==> src/rtl/mux_pkg.sv <==
// Shared types and defaults for the registered N-to-1 stream multiplexer.
package mux_pkg;
  typedef enum logic {EMPTY = 1'b0, FULL = 1'b1} mux_state_e;
  typedef enum logic {MODE_FIXED = 1'b0, MODE_RR = 1'b1} mux_mode_e;

  localparam int MUX_W_DEF   = 32;
  localparam int MUX_NCH_DEF = 4;
endpackage

==> src/rtl/mux_n_to_1_stream_rr_arbiter.sv <==
// Round-robin arbiter: lowest-index request at or after ptr wins; ptr moves past the winner on advance.
module rr_arbiter
  import mux_pkg::*;
#(
  parameter int NCH = MUX_NCH_DEF
) (
  input  logic                    clk,
  input  logic                    reset,
  input  logic [NCH-1:0]          req,
  input  logic                    advance,
  output logic [$clog2(NCH)-1:0]  grant,
  output logic                    grant_valid
);
  localparam int SELW = $clog2(NCH);

  logic [SELW-1:0] r_ptr;
  logic [SELW-1:0] w_idx;

  // Scan backwards so the candidate closest to ptr is written last and wins.
  always_comb begin
    grant = '0;
    w_idx = '0;
    for (int k = NCH - 1; k >= 0; k--) begin
      w_idx = SELW'((int'(r_ptr) + k) % NCH);
      if (req[w_idx]) begin
        grant = w_idx;
      end
    end
  end

  assign grant_valid = |req;

  always_ff @(posedge clk) begin
    if (!reset) begin
      r_ptr <= '0;
    end else if (advance && grant_valid) begin
      r_ptr <= (grant == SELW'(NCH - 1)) ? '0 : grant + 1'b1;
    end
  end
endmodule

==> src/rtl/mux_n_to_1_stream.sv <==
// Registered N-to-1 stream mux with a one-entry output register; in_ready follows out_ready combinationally.
// Define MUX_RR_EN to build the round-robin arbiter and honour rr_mode; otherwise selection is always by sel.
module mux_n_to_1_stream
  import mux_pkg::*;
#(
  parameter int W    = MUX_W_DEF,
  parameter int NCH  = MUX_NCH_DEF,
  parameter int SELW = $clog2(NCH)
) (
  input  logic              clk,
  input  logic              reset,
  input  logic [SELW-1:0]   sel,
  input  logic              rr_mode,
  input  logic [NCH*W-1:0]  in_data,
  input  logic [NCH-1:0]    in_valid,
  output logic [NCH-1:0]    in_ready,
  output logic [W-1:0]      out_data,
  output logic [SELW-1:0]   out_ch,
  output logic              out_valid,
  input  logic              out_ready
);
  mux_state_e      r_state;
  mux_state_e      w_state_nxt;
  logic [W-1:0]    r_data;
  logic [SELW-1:0] r_ch;

  mux_mode_e       w_mode;
  logic [SELW-1:0] w_fix_grant;
  logic            w_fix_valid;
  logic [SELW-1:0] w_rr_grant;
  logic            w_rr_valid;
  logic [SELW-1:0] w_grant;
  logic            w_grant_valid;
  logic            w_load;
  logic [W-1:0]    w_grant_data;

  // An out-of-range select grants nothing.
  assign w_fix_grant = sel;
  assign w_fix_valid = (int'(sel) < NCH) && in_valid[sel];

`ifdef MUX_RR_EN
  assign w_mode = rr_mode ? MODE_RR : MODE_FIXED;

  rr_arbiter #(.NCH(NCH)) u_rr_arbiter (
    .clk         (clk),
    .reset       (reset),
    .req         (in_valid),
    .advance     (w_load && (w_mode == MODE_RR)),
    .grant       (w_rr_grant),
    .grant_valid (w_rr_valid)
  );
`else
  // rr_mode stays on the port list but is masked off without the arbiter.
  assign w_mode     = (rr_mode & 1'b0) ? MODE_RR : MODE_FIXED;
  assign w_rr_grant = w_fix_grant;
  assign w_rr_valid = w_fix_valid;
`endif

  assign w_grant       = (w_mode == MODE_RR) ? w_rr_grant : w_fix_grant;
  assign w_grant_valid = (w_mode == MODE_RR) ? w_rr_valid : w_fix_valid;
  assign w_load        = reset && w_grant_valid && (!out_valid || out_ready);

  always_comb begin
    in_ready     = '0;
    w_grant_data = '0;
    for (int i = 0; i < NCH; i++) begin
      if (w_grant == SELW'(i)) begin
        in_ready[i]  = w_load;
        w_grant_data = in_data[i*W +: W];
      end
    end
  end

  always_ff @(posedge clk) begin
    if (!reset) begin
      r_state <= EMPTY;
    end else begin
      r_state <= w_state_nxt;
    end
  end

  always_comb begin
    w_state_nxt = r_state;
    case (r_state)
      EMPTY:   if (w_load) w_state_nxt = FULL;
      FULL:    if (out_ready && !w_load) w_state_nxt = EMPTY;
      default: w_state_nxt = EMPTY;
    endcase
  end

  always_ff @(posedge clk) begin
    if (!reset) begin
      r_data <= '0;
      r_ch   <= '0;
    end else if (w_load) begin
      r_data <= w_grant_data;
      r_ch   <= w_grant;
    end
  end

  assign out_valid = (r_state == FULL);
  assign out_data  = r_data;
  assign out_ch    = r_ch;
endmodule

==> config.mk <==
export PLATFORM = sky130hd
export DESIGN_NAME = mux_n_to_1_stream
export DESIGN_NICKNAME = d
export VERILOG_FILES = /design/src/rtl/mux_pkg.sv /design/src/rtl/mux_n_to_1_stream_rr_arbiter.sv /design/src/rtl/mux_n_to_1_stream.sv
export SDC_FILE = /design/constraint.sdc
export NUM_CORES = 1
export LEC_CHECK = 0
export CORE_MARGIN = 5
export CORE_UTILIZATION = 33
export CTS_CLUSTER_DIAMETER = 50
export CTS_CLUSTER_SIZE = 24
export DETAILED_ROUTE_END_ITERATION = 10
export GPL_TIMING_DRIVEN = 1
export HOLD_SLACK_MARGIN = 0.1
export PLACE_DENSITY = 0.83
export SETUP_SLACK_MARGIN = 0.02
export SYNTH_ARGS = -nofsm -noshare
export SYNTH_HDL_FRONTEND = slang
export SYNTH_SLANG_ARGS = --single-unit
==> constraint.sdc <==
create_clock -name clk -period 2.8 [get_ports clk]
set_input_delay 0.7 -clock clk [delete_from_list [all_inputs] [get_ports clk]]
set_output_delay 0.7 -clock clk [all_outputs]
set_load 0.05 [all_outputs]
======== Yosys cells after proc, flatten, opt, wreduce, memory -nomap -nowiden ========
Index checks and enable logic that the tools add are counted.
operators by class
  bitwise gates (word level) .............. 1
  mux-type cells .......................... 13
  order comparisons ....................... 1
  equal/unequal tests ..................... 3
  reduce and logical (&&, ||, !) cells .... 7
operators by type and width
  kind                                                                   count
  32-bit 2-to-1 mux                                                      4
  1-bit 2-to-1 mux                                                       7
  2-bit equality test, second input constant                             2
  1-bit logical AND                                                      3
  2-bit by 3-bit < comparator with 1-bit output, second input constant   1
  1-bit binary-select mux with 2-bit select                              1
  2-bit by 1-bit equality test with 1-bit output, second input constant  1
  1-bit logical NOT                                                      2
  2-bit logical NOT                                                      1
  1-bit case mux with 2 select lines                                     1
  1-bit logical OR                                                       1
  1-bit NOT                                                              1
storage, ports and cells
  input bits .............................. 138
  word-level logic and storage cells ...... 28
  register bits after elaboration ......... 35

======== Depth between registers and ports, before layout ========
  depth after elaboration ................. 8
  depth in mapped cells ................... 6

======== Worst setup path before layout ========
Ideal clock, no wire load.
  kind .................................... in2out
  from .................................... in out_ready
  to ...................................... out in_ready[0]
  data arrival time ....................... 3.032 ns
  setup slack ............................. -0.932 ns
  stages on the path ...................... 5
  path through ............................ nand2b_1 -> clkbuf_1 -> clkbuf_1 -> nand2_1 -> nor4b_1
between the ends
  word-level cells in the longest chain between the ends .. 3
ends and longest elaborated chain
  what               RTL line                 text
  start, declared    mux_n_to_1_stream.sv:20  input logic out_ready
  1-bit logical OR   mux_n_to_1_stream.sv:61  assign w_load = reset && w_grant_valid && (!out_valid || out_ready);
  1-bit logical AND  mux_n_to_1_stream.sv:61
  1-bit 2-to-1 mux   mux_n_to_1_stream.sv:67  if (w_grant == SELW'(i)) begin
  end, declared      mux_n_to_1_stream.sv:16  output logic [NCH-1:0] in_ready,
No other way between the ends.

======== Final worst setup path ========
Ends and elaborated chain as after synthesis.

==> impl_metrics.json <==
{
  "status": "completed",
  "drt_pass1_iterations": 4,
  "crit_type": "input port to primary output",
  "grt_util_all_layers": 0.186,
  "vias": 2403,
  "placed_cell_area_um2": 4040,
  "p_per_area_nw_per_um2": 396,
  "htree_levels": 2,
  "ant_nets": 0,
  "finClkSkew_ps": 2.59,
  "fp.dieH_um": 91.5,
  "fin_crit_sh": 0.958,
  "first_iter_violations": 58,
  "dieArea_um2": 8370,
  "dp_cells": 450,
  "synth_edf_count": 0,
  "overflow": 0,
  "startpoint": "out_ready",
  "leakage_nw": 1.46,
  "peakVddDrop_uv": 164,
  "syn_to_final_growth_pct": 88.5,
  "numCtsBuffers": 5,
  "rr_startpoint": "out_valid$_SDFF_PN0_",
  "synth_nets": 353,
  "n_antenna_cell": 0,
  "antenna_found_initial": 0,
  "cts_tree": "done",
  "maxCapViolations": 0,
  "synth_most_common_cell": "dfxtp_1",
  "postCtsHoldBufs": 0,
  "layoutNonFillerInstCount": 458,
  "tightest_slew_ps": 606,
  "rows": 29,
  "syn_area_um2": 2190,
  "rsz0062_at_grt": "false",
  "clk_path_buf_depth": 2,
  "fp.dieW_um": 91.5,
  "start_util": 0.341,
  "yosysSeqAreaShare": 0.320,
  "hold_class": "flip-flop to flip-flop",
  "slew_viol_final": 0,
  "slew_headroom": 0.596,
  "worstPathArrival_ps": 1980,
  "ff2ff_setup_slack_ps": 1530,
  "detail_route.wl_per_cell_um": 17.5,
  "synth.distinct_cells": 19,
  "io_buffers": 175,
  "fmax_mhz": 373,
  "fin_area_um2": 4130,
  "viasPerCell": 5.25,
  "ys_ff_latch": 35,
  "startpoint_type": "input port",
  "clkTransAtPathRegs_ps": 60,
  "fin_ws_ps": 116,
  "clockRootBuffer": "clkbuf_8",
  "path_max_fanout": 5,
  "crit_required_ps": 2100,
  "core_region_area_um2": 6420,
  "clkLatencyLatePin_ps": 270,
  "setup_viol": 0,
  "finalCriticalPeriod_ps": 2680,
  "grt_pass1_vias": 2530,
  "drive_gt1_frac": 0.184,
  "hp-start": "out_data[6]$_SDFFE_PN0P_",
  "finalHoldViolCount": 0,
  "gp_congestion": 0.721,
  "yosysTopAreaCell": "mux4_2",
  "fin_nets": 520,
  "grt_pass1_wl_mm": 12.4,
  "fin_hold_ws_ps": 447,
  "synthesis.instances": 215,
  "routed_wirelength_mm": 8.03,
  "drc": 0,
  "grt_max_degree": 67,
  "cp-end-kind": "primary output",
  "dp_hpwl_mm": 6.42,
  "yosys_warnings": 0,
  "final.setup.tns_ps": 0,
  "synth_area_leaders": "mux4_2, dfxtp_1, nand4_1",
  "numClockSinks": 35,
  "pin_count": 177,
  "async_flop_share": 0,
  "ys_top_cells_by_count": "dfxtp_1, nand4_1, mux4_2, nand2_1, o21ai_0",
  "yosysTopAreaCellShare": 0.339,
  "ys_dominant_reg_cell": "dfxtp_1",
  "avgSynthCellArea_um2": 10.2,
  "pre_cts_ws_ps": -65.2
}
-- metal layers --
metal,part of all wire,GRT usage
met3,0.078,0.0446
met4,0.0081,0.0528
met2,0.57,0.376
met1,0.35,0.183
met5,0,0
-- sequential cells by signal, indices dropped and copies added, names as in the netlist --
signal and count:
out_data 32, out_ch 2, out_valid 1
-- report_power, final --
| part | internal [mW] | switching, mW | total, mW |
|---|---|---|---|
| clock network | 0.166 | 0.158 | 0.324 |
| registers | 0.551 | 0.0245 | 0.575 |
| logic | 0.373 | 0.364 | 0.737 |
| total | 1.09 | 0.547 | 1.64 |
-- per-stage QoR --
step           power (mW)   util
2_1_floorplan       0.981      -
6_report             1.64  0.643
3_3_place_gp         1.31  0.628
5_1_grt              1.72  0.643
4_1_cts              1.66  0.643
3_5_place_dp         1.32  0.628
-- cell usage in the layout (no fill, tap or decap) --
cell and n:
a21oi_1 7, a31o_2 6, and3_4 2, buf_12 4, buf_2 3, buf_4 12, buf_6 1, clkbuf_1 1
clkbuf_8 5, clkdlybuf4s50_1 164, dfxtp_1 35, dlygate4sd2_1 4, inv_1 8, mux4_2 33, nand2_1 30, nand2b_2 1
nand4_1 34, nor2_2 1, nor3_2 1, nor4b_2 1, o21ai_0 18, o21ai_1 10
-- critical path, stage by stage --
cell,delay [ps]
clkdlybuf4s50_1,470
nand2b_2,160
nand2_1,100
nor4b_2,370
buf_12,190
-- what timing repair did --
item,in CTS,in global routing
setup buffers,2,0
resized for setup,7,0
endpoints found under the setup margin,2,0
-- cell type report --
type,count,area [um2]
Clock buffer,6,72.6
Fill cell,522,2290
Inverter,8,30.0
Multi-Input combinational cell,144,1360
Sequential cell,35,701
Tap cell,77,96.3
Timing Repair Buffer,188,1870
-- final timing paths --
| kind | cells past startpoint | to |
|---|---|---|
| min | 2 | out_data[6]$_SDFFE_PN0P_ |
| min reg2reg | 2 | out_data[6]$_SDFFE_PN0P_ |
| max | 5 | in_ready[0] |
| max reg2reg | 5 | out_data[19]$_SDFFE_PN0P_ |
-- cells by family (layout without fill, tap and decap cells) --
kind of cell / Yosys count / count (layout) / share of synthesized area
compound gates: 41 / 41 / 0.104
buf+inv: 36 / 202 / 0.0725
flops: 35 / 35 / 0.320
mux: 33 / 33 / 0.339
simple gates: 70 / 70 / 0.165
(Power assumes the default switching activity.)
